<file path="src/rtl/ifetch_unit.sv">
// ifetch_unit: instruction fetch stage.
// Takes the current PC and issues a single-outstanding read to instruction
// memory. Fetched {pc, instr} pairs go into a circular queue that decode
// drains through a valid/ready handshake. The block returns next-PC, stall and
// branch strobes to the PC register.
// Optional build macro IFETCH_PERF_EN adds the perf_wait_cnt output, which
// counts memory wait cycles.
module ifetch_unit #(
  parameter int DEPTH = 2,
  parameter int AW    = 16,
  parameter int DW    = 16
) (
  input  logic          clk,
  input  logic          rst,
  input  logic [AW-1:0] pc_cur,
  output logic [AW-1:0] pc_next,
  output logic          pc_stall,
  output logic          pc_exec,
  input  logic          br_taken,
  input  logic [AW-1:0] br_target,
  output logic          imem_req,
  output logic [AW-1:0] imem_addr,
  input  logic          imem_ack,
  input  logic [DW-1:0] imem_rdata,
  output logic          ir_valid,
  input  logic          ir_ready,
  output logic [DW-1:0] ir_data,
  output logic [AW-1:0] ir_pc
`ifdef IFETCH_PERF_EN
  ,
  output logic [15:0]   perf_wait_cnt
`endif
);

  localparam int PW = (DEPTH > 1) ? $clog2(DEPTH) : 1;
  localparam int CW = PW + 1;

  typedef enum logic [1:0] {S_IDLE, S_WAIT, S_DROP, S_REDIR} state_t;

  state_t         r_state, w_state_nxt;
  logic [AW-1:0]  r_addr;
  logic [PW-1:0]  r_wptr, r_rptr;
  logic [CW-1:0]  r_count;
  logic [AW-1:0]  r_q_pc   [DEPTH];
  logic [DW-1:0]  r_q_data [DEPTH];
  logic           w_issue, w_push, w_pop, w_full;

  assign w_full   = (r_count == CW'(DEPTH));
  assign ir_valid = (r_count != '0);
  assign ir_pc    = r_q_pc[r_rptr];
  assign ir_data  = r_q_data[r_rptr];
  assign w_pop    = ir_valid & ir_ready;
  // A branch kills any ack arriving in the same cycle, so the push is gated by it.
  assign w_push   = (r_state == S_WAIT) & imem_ack & ~br_taken;

  assign pc_next   = br_taken ? br_target : pc_cur + AW'(1);
  assign pc_exec   = br_taken;
  assign imem_req  = (r_state == S_WAIT) || (r_state == S_DROP);
  assign imem_addr = r_addr;
  assign pc_stall  = ~(w_push | (r_state == S_REDIR));

  // State register.
  always_ff @(posedge clk or negedge rst) begin
    if (!rst) r_state <= S_IDLE;
    else      r_state <= w_state_nxt;
  end

  // Next-state logic. A branch always lands in S_REDIR, but it first waits out
  // any outstanding read so that a stale ack cannot be mistaken for new data.
  always_comb begin
    w_state_nxt = r_state;
    w_issue     = 1'b0;
    case (r_state)
      S_IDLE: begin
        if (br_taken) w_state_nxt = S_REDIR;
        else if (!w_full) begin
          w_state_nxt = S_WAIT;
          w_issue     = 1'b1;
        end
      end
      S_WAIT: begin
        if (br_taken)      w_state_nxt = imem_ack ? S_REDIR : S_DROP;
        else if (imem_ack) w_state_nxt = S_IDLE;
      end
      S_DROP:  if (imem_ack) w_state_nxt = S_REDIR;
      S_REDIR: if (!br_taken) w_state_nxt = S_IDLE;
      default: w_state_nxt = S_IDLE;
    endcase
  end

  // Read address is captured at issue and held until the ack.
  always_ff @(posedge clk or negedge rst) begin
    if (!rst)         r_addr <= '0;
    else if (w_issue) r_addr <= pc_cur;
  end

  // Queue pointers and occupancy. A branch flushes the queue; a pop in the same
  // cycle has already been taken by decode, so dropping everything is correct.
  always_ff @(posedge clk or negedge rst) begin
    if (!rst) begin
      r_wptr  <= '0;
      r_rptr  <= '0;
      r_count <= '0;
    end else if (br_taken) begin
      r_wptr  <= '0;
      r_rptr  <= '0;
      r_count <= '0;
    end else begin
      if (w_push) r_wptr <= r_wptr + PW'(1);
      if (w_pop)  r_rptr <= r_rptr + PW'(1);
      case ({w_push, w_pop})
        2'b10:   r_count <= r_count + CW'(1);
        2'b01:   r_count <= r_count - CW'(1);
        default: r_count <= r_count;
      endcase
    end
  end

  // Queue storage. Contents need no reset because ir_valid qualifies them.
  always_ff @(posedge clk) begin
    if (w_push) begin
      r_q_pc[r_wptr]   <= r_addr;
      r_q_data[r_wptr] <= imem_rdata;
    end
  end

`ifdef IFETCH_PERF_EN
  logic [15:0] r_perf;
  assign perf_wait_cnt = r_perf;

  // Saturating count of cycles spent waiting on memory.
  always_ff @(posedge clk or negedge rst) begin
    if (!rst) r_perf <= '0;
    else if (imem_req && !imem_ack && r_perf != 16'hFFFF) r_perf <= r_perf + 16'd1;
  end
`endif

endmodule

</file>
<file path="config.mk">
export PLATFORM = sky130hd
export DESIGN_NAME = ifetch_unit
export DESIGN_NICKNAME = d
export VERILOG_FILES = /design/src/rtl/ifetch_unit.sv
export SDC_FILE = /design/constraint.sdc
export NUM_CORES = 1
export LEC_CHECK = 0
export ABC_AREA = 1
export BUFFER_PORTS_ARGS = -buffer_cell sky130_fd_sc_hd__buf_4
export CAP_MARGIN = 40
export CORE_ASPECT_RATIO = 1.75
export CORE_UTILIZATION = 53
export CTS_BUF_LIST = sky130_fd_sc_hd__clkbuf_4
export CTS_CLUSTER_DIAMETER = 40
export CTS_CLUSTER_SIZE = 20
export DETAILED_ROUTE_END_ITERATION = 12
export PLACE_DENSITY = 0.84
export RECOVER_POWER = 25
export SYNTH_ARGS = -nofsm -noshare
export SYNTH_HDL_FRONTEND = slang
export SYNTH_SLANG_ARGS = --single-unit
</file>
<file path="constraint.sdc">
create_clock -name clk -period 3.5 [get_ports clk]
set_input_delay 0.7 -clock clk [delete_from_list [all_inputs] [get_ports clk]]
set_output_delay 0.7 -clock clk [all_outputs]
set_load 0.01 [all_outputs]
</file>
== Word-level counts from Yosys, hierarchy flattened ==
Memory sizes are Yosys's and may differ from the RTL's.
Cells that the tools add are included.

* Mux-type cells: 20
* Add/subtract/negate cells: 5
* Equality and inequality tests: 10
* Bitwise gates (word level): 6
* Reductions and logical operators: 7

{| class="wikitable"
|+ Operator list
! cell !! number
|-
| 16-bit by 1-bit adder with 16-bit output (second input constant) || 1
|-
| 16-bit two-way mux || 1
|-
| 2-bit two-way mux || 7
|-
| 1-bit two-way mux || 10
|-
| 2-bit == test (second input constant) || 4
|-
| 2-bit one-hot mux with 4 select lines || 1
|-
| 3-bit inequality test (second input constant) || 2
|-
| 2-bit nonzero test || 3
|-
| 2-bit by 1-bit == test with 1-bit output (second input constant) || 2
|-
| 2-bit inequality test (second input constant) || 2
|-
| 2-bit one-hot mux with 2 select lines || 1
|-
| 4-bit AND reduction || 1
|-
| 1-bit AND || 3
|-
| 3-bit nonzero test || 1
|-
| 1-bit adder (second input constant) || 2
|-
| 2-bit by 1-bit adder with 2-bit output (second input constant) || 1
|-
| 2-bit logical NOT || 1
|-
| 1-bit inverter || 2
|-
| 2-bit by 1-bit subtractor with 2-bit output (second input constant) || 1
|-
| 1-bit logical OR || 1
|-
| 1-bit bitwise OR || 1
|}

* Bits of input ports: 53
* Memory bits (writable): 64
* Logic and storage cells: 55
* Register bits: 22
* Memories: 2

{| class="wikitable"
|+ Memory list
! memory !! depth !! width !! rd ports !! clocked after Yosys merged registers in !! write ports !! line !! text
|-
| r_q_data || 2 || 16 || 1 || 0 || 1 || 45 || <nowiki>logic [DW-1:0] r_q_data [DEPTH];</nowiki>
|-
| r_q_pc || 2 || 16 || 1 || 0 || 1 || 44 || <nowiki>logic [AW-1:0] r_q_pc [DEPTH];</nowiki>
|}

== Longest topological paths before layout ==
* Word-level depth: 6
* Gate-level depth with buffers: 10
* Mapped depth without buffers: 10

== Least setup slack after synthesis ==
Ideal clock, no wire load.

* Path kind: input to register
* Start point: in br_taken
* End point: mem r_q_data[0][0] (enable)
* Path slack: 691 ps
* Arrival time: 2388 ps
* Library setup time: 421 ps
* Cell stages on the path: 4
* Cells stage by stage: buf_4 > inv_2 > nand2_2 > nor2_1

* Word-level cells in the longest chain between the ends: 4

{| class="wikitable"
|+ RTL lines
! what !! line !! text
|-
| start: declaration || 19 || <nowiki>input logic br_taken,</nowiki>
|-
| 1-bit inverter || 54 || <nowiki>assign w_push = (r_state == S_WAIT) & imem_ack & ~br_taken;</nowiki>
|-
| 1-bit AND || 54 ||
|-
| 1-bit two-way mux || 121 || <nowiki>if (w_push) begin</nowiki>
|-
| 1-bit two-way mux (not written as such) || 123 || <nowiki>r_q_data[r_wptr] <= imem_rdata;</nowiki>
|-
| end: declaration || 45 ||
|}

Every way passes these cells.

== Final worst setup path ==
* Start point: reg r_rptr
* End point: out ir_data[12]

* Word-level cells in the longest chain between the ends: 1

{| class="wikitable"
|+ RTL lines
! what !! line !! text
|-
| start: declaration || 42 || <nowiki>logic [PW-1:0] r_wptr, r_rptr;</nowiki>
|-
| start signal: assignment || 110 || <nowiki>if (w_pop) r_rptr <= r_rptr + PW'(1);</nowiki>
|-
| memory 2 x 16 bit || n/a ||
|-
| end: declaration || 27 || <nowiki>output logic [DW-1:0] ir_data,</nowiki>
|}

Every way passes these cells.

==> results.md <==
- Worst-margin pin slew: 1.19 ns
- Crit Path Max Fanout: 33
- Ys flop type: edfxtp_1
- CTS tree: yes
- Max_cap viols: 0
- Reg2Reg Setup Slack: 1.48 ns
- Crit path DAT: 2.15 ns
- Die width: 67.3 um
- Number of hold buffers added after cts: 0
- Vias per cell: 4.99
- DR pass1 iterations: 6
- Max IR drop VDD: 0.342 mV
- Clk buf depth: 2
- Simple-Gate Fraction of Synth Area: 0.248
- Initial Util: 0.547
- Area Growth Syn to Fin: 28.2%
- Avg WL per Cell: 12.7 um
- Crit Path Class: reg2out
- FF-to-FF Start: r_state[1]
- Largest net degree at the start of global routing: 34
- Library cells used by synthesis: 30
- Area of the core: 7230 sq um
- Share of the synthesized area in the top cell type: 0.486
- Sequential fraction of the synthesis area: 0.625
- Post-synthesis mux area share: 0.0218
- Synth Net Count: 464
- Post-Place Cells: 600
- Layout Cells excl Fill: 617
- Root Driver: clkbuf_4
- Synthesized cell area: 3960 sq um
- Number of remaining DRC errors: 0
- Syn_area_per_cell: 9.77 sq um
- Total wire length: 7840 um
- Period minus WS final: 2.85 ns
- Adder-Cell Fraction of Synth Area: 0.0190
- Synth warn: 0
- Row Count: 41
- Global-route wire length before repair: 12100 um
- Gr usage total: 0.212
- Leakage: 2.36 nW
- Global route total overflow: 0
- I/O Buffers: 120
- Util after Layout: 0.702
- Share of layout cells above drive strength 1: 0.289
- DP HPWL: 6110 um
- Cell taking the most area after synthesis: edfxtp_1
- CP startpoint: r_rptr
- Total Power: 3.11 mW
- Outcome: complete, no violations
- Die Height: 116 um
- Startpoint Class: flop
- Power per cell area: 614 nW/um^2
- R2R cell count: 7
- Req. time, crit path: 2.80 ns
- Die area: 7830 sq um
- Clock latency on the worst-skew pair: 0.42 ns
- Most frequent cells in the layout: nand2_1 (186), buf_4 (104), edfxtp_1 (64)
- CTS Buf Count: 9
- DR iter-0 viols: 147
- GP Congestion: 0.824
- GR met2 Demand/Resource: 0.386
- GR peak layer: met2
- Initial antenna violation count: 1
- Final net count: 584
- I/O pin total: 121
- Fmax: 0.351 GHz
- Antenna Nets Post-Route: 0
- Post-synthesis xor/xnor area fraction: 0.00885
- Commonest non-fill, non-tap cell in the layout: nand2_1
- Final-report max-slew violation count: 0
- Worst Hold Depth: 1
- Synth Area in Compound Gates: 0.0351
- GRT met1 Usage: 0.215
- Slew headroom: 0.209
- M3 GR Usage: 0.0479
- Setup TNS: 0 ns
- Post-CTS setup buffer count: 0
- H-tree Lvls: 3
- Final Hold Fails: 0
- Yosys reg bits: 86
- Vias in the first global route: 2798
- Largest family of logic cells by synthesized area: simple AND/OR/NAND/NOR gates
- Post-CTS sizing: 0
- Synth async-reset ratio: 0.256
- Worst Setup End Kind: primary output
- Top cells by area, synth: edfxtp_1 (49%), nand2_1 (18%), dfrtp_1 (14%)
- Fillers: 547
- Worst clock skew: 0.0245 ns
- Clock-pin transition on the worst setup and hold timing paths: 0.12 ns
- Synth Instances: 405
- Worst r2r dst: r_q_pc[0][11]
- EDFF count, synth: 64
- Final Cycle Share: 0.815
- CTS sink cnt: 86
- Endpoints failing setup: 0
- Vias post-DR: 3081
- RSZ-0062 raised after global routing: false
- Worst hold path type: in2reg
- Crit path to: ir_data[12]
-- how the worst min path moves through the flow --
stage | slack (ns) | end | from
global route | 0.45 | r_q_data[0][2] | imem_rdata[2]
global placement | 0.47 | r_q_pc[1][8] | imem_addr[8]
detailed placement | 0.48 | r_q_pc[1][8] | imem_addr[8]
CTS | 0.13 | r_wptr | rst
finish | 0.48 | r_q_data[1][12] | imem_rdata[12]
floorplan | 0.40 | imem_addr[0] | rst
-- kinds of logic (layout without fill, tap and decap cells) --
group | count (synthesis) | in the layout
muxes | 7 | 7
and+or+nand+nor | 236 | 236
other | 0 | 1
buffers and inverters | 39 | 164
AOI/OAI and AO/OA | 27 | 27
xor gates and xnor gates | 4 | 4
DFF | 86 | 86
adders and majority gates | 6 | 6
-- routing by layer --
metal	routed length [um]	vias up
li1	-	1577
met1	2880	1378
met2	4310	104
met3	427	22
met4	222	0
met5	0	-
-- state kept, by name, indices dropped and copies added, names as in the netlist --
signal and flops:
imem_addr 16, r_wptr 1, r_count 2, r_q_data 32, r_q_pc 32, r_state 2, r_rptr 1
-- worst max-delay path: stages, from the launching register on --
cell,delay [ns]
dfrtp_1,0.34
buf_4,0.30
clkinv_1,0.50
buf_8,0.33
nand2_1,0.06
nand2_1,0.05
buf_4,0.14
-- cell usage after synthesis (2+ instances only) --
cell type	n
mux2_4	2
buf_4	3
nand2_2	2
clkbuf_1	9
a21oi_1	4
nand3_1	16
mux2_2	5
inv_2	3
ha_1	6
dfrtp_1	22
o21ai_0	19
nor2_4	2
o21ai_1	2
nand2_1	186
nand4_1	8
nor2_1	16
inv_1	21
xor2_1	3
edfxtp_1	64
nand3_2	2
-- final cells by class --
class	instances	area [sq um]	area share
timing repair buffer	123	925	0.182
clock buffer	14	105	0.0207
sequential	86	2470	0.487
inverter	25	93.8	0.0185
multi-input combinational	280	1330	0.263
clock inverter	2	35.0	0.00690
antenna	1	2.50	0.000493
tap	86	108	0.0212
-- where the power goes --
part           switching (mW)  internal (mW)
clock                   0.281          0.258
combinational           0.593          0.524
sequential              0.137           1.32
-- per-stage QoR --
stage	hold slack (ns)	area [sq um]	setup slack, ns
2_1_floorplan	0.404	3960	0.691
3_3_place_gp	0.474	4920	0.929
3_5_place_dp	0.480	4960	0.909
4_1_cts	0.133	5100	0.590
5_1_grt	0.454	5070	0.464
6_report	0.484	5070	0.647
(Power assumes the default switching activity.)
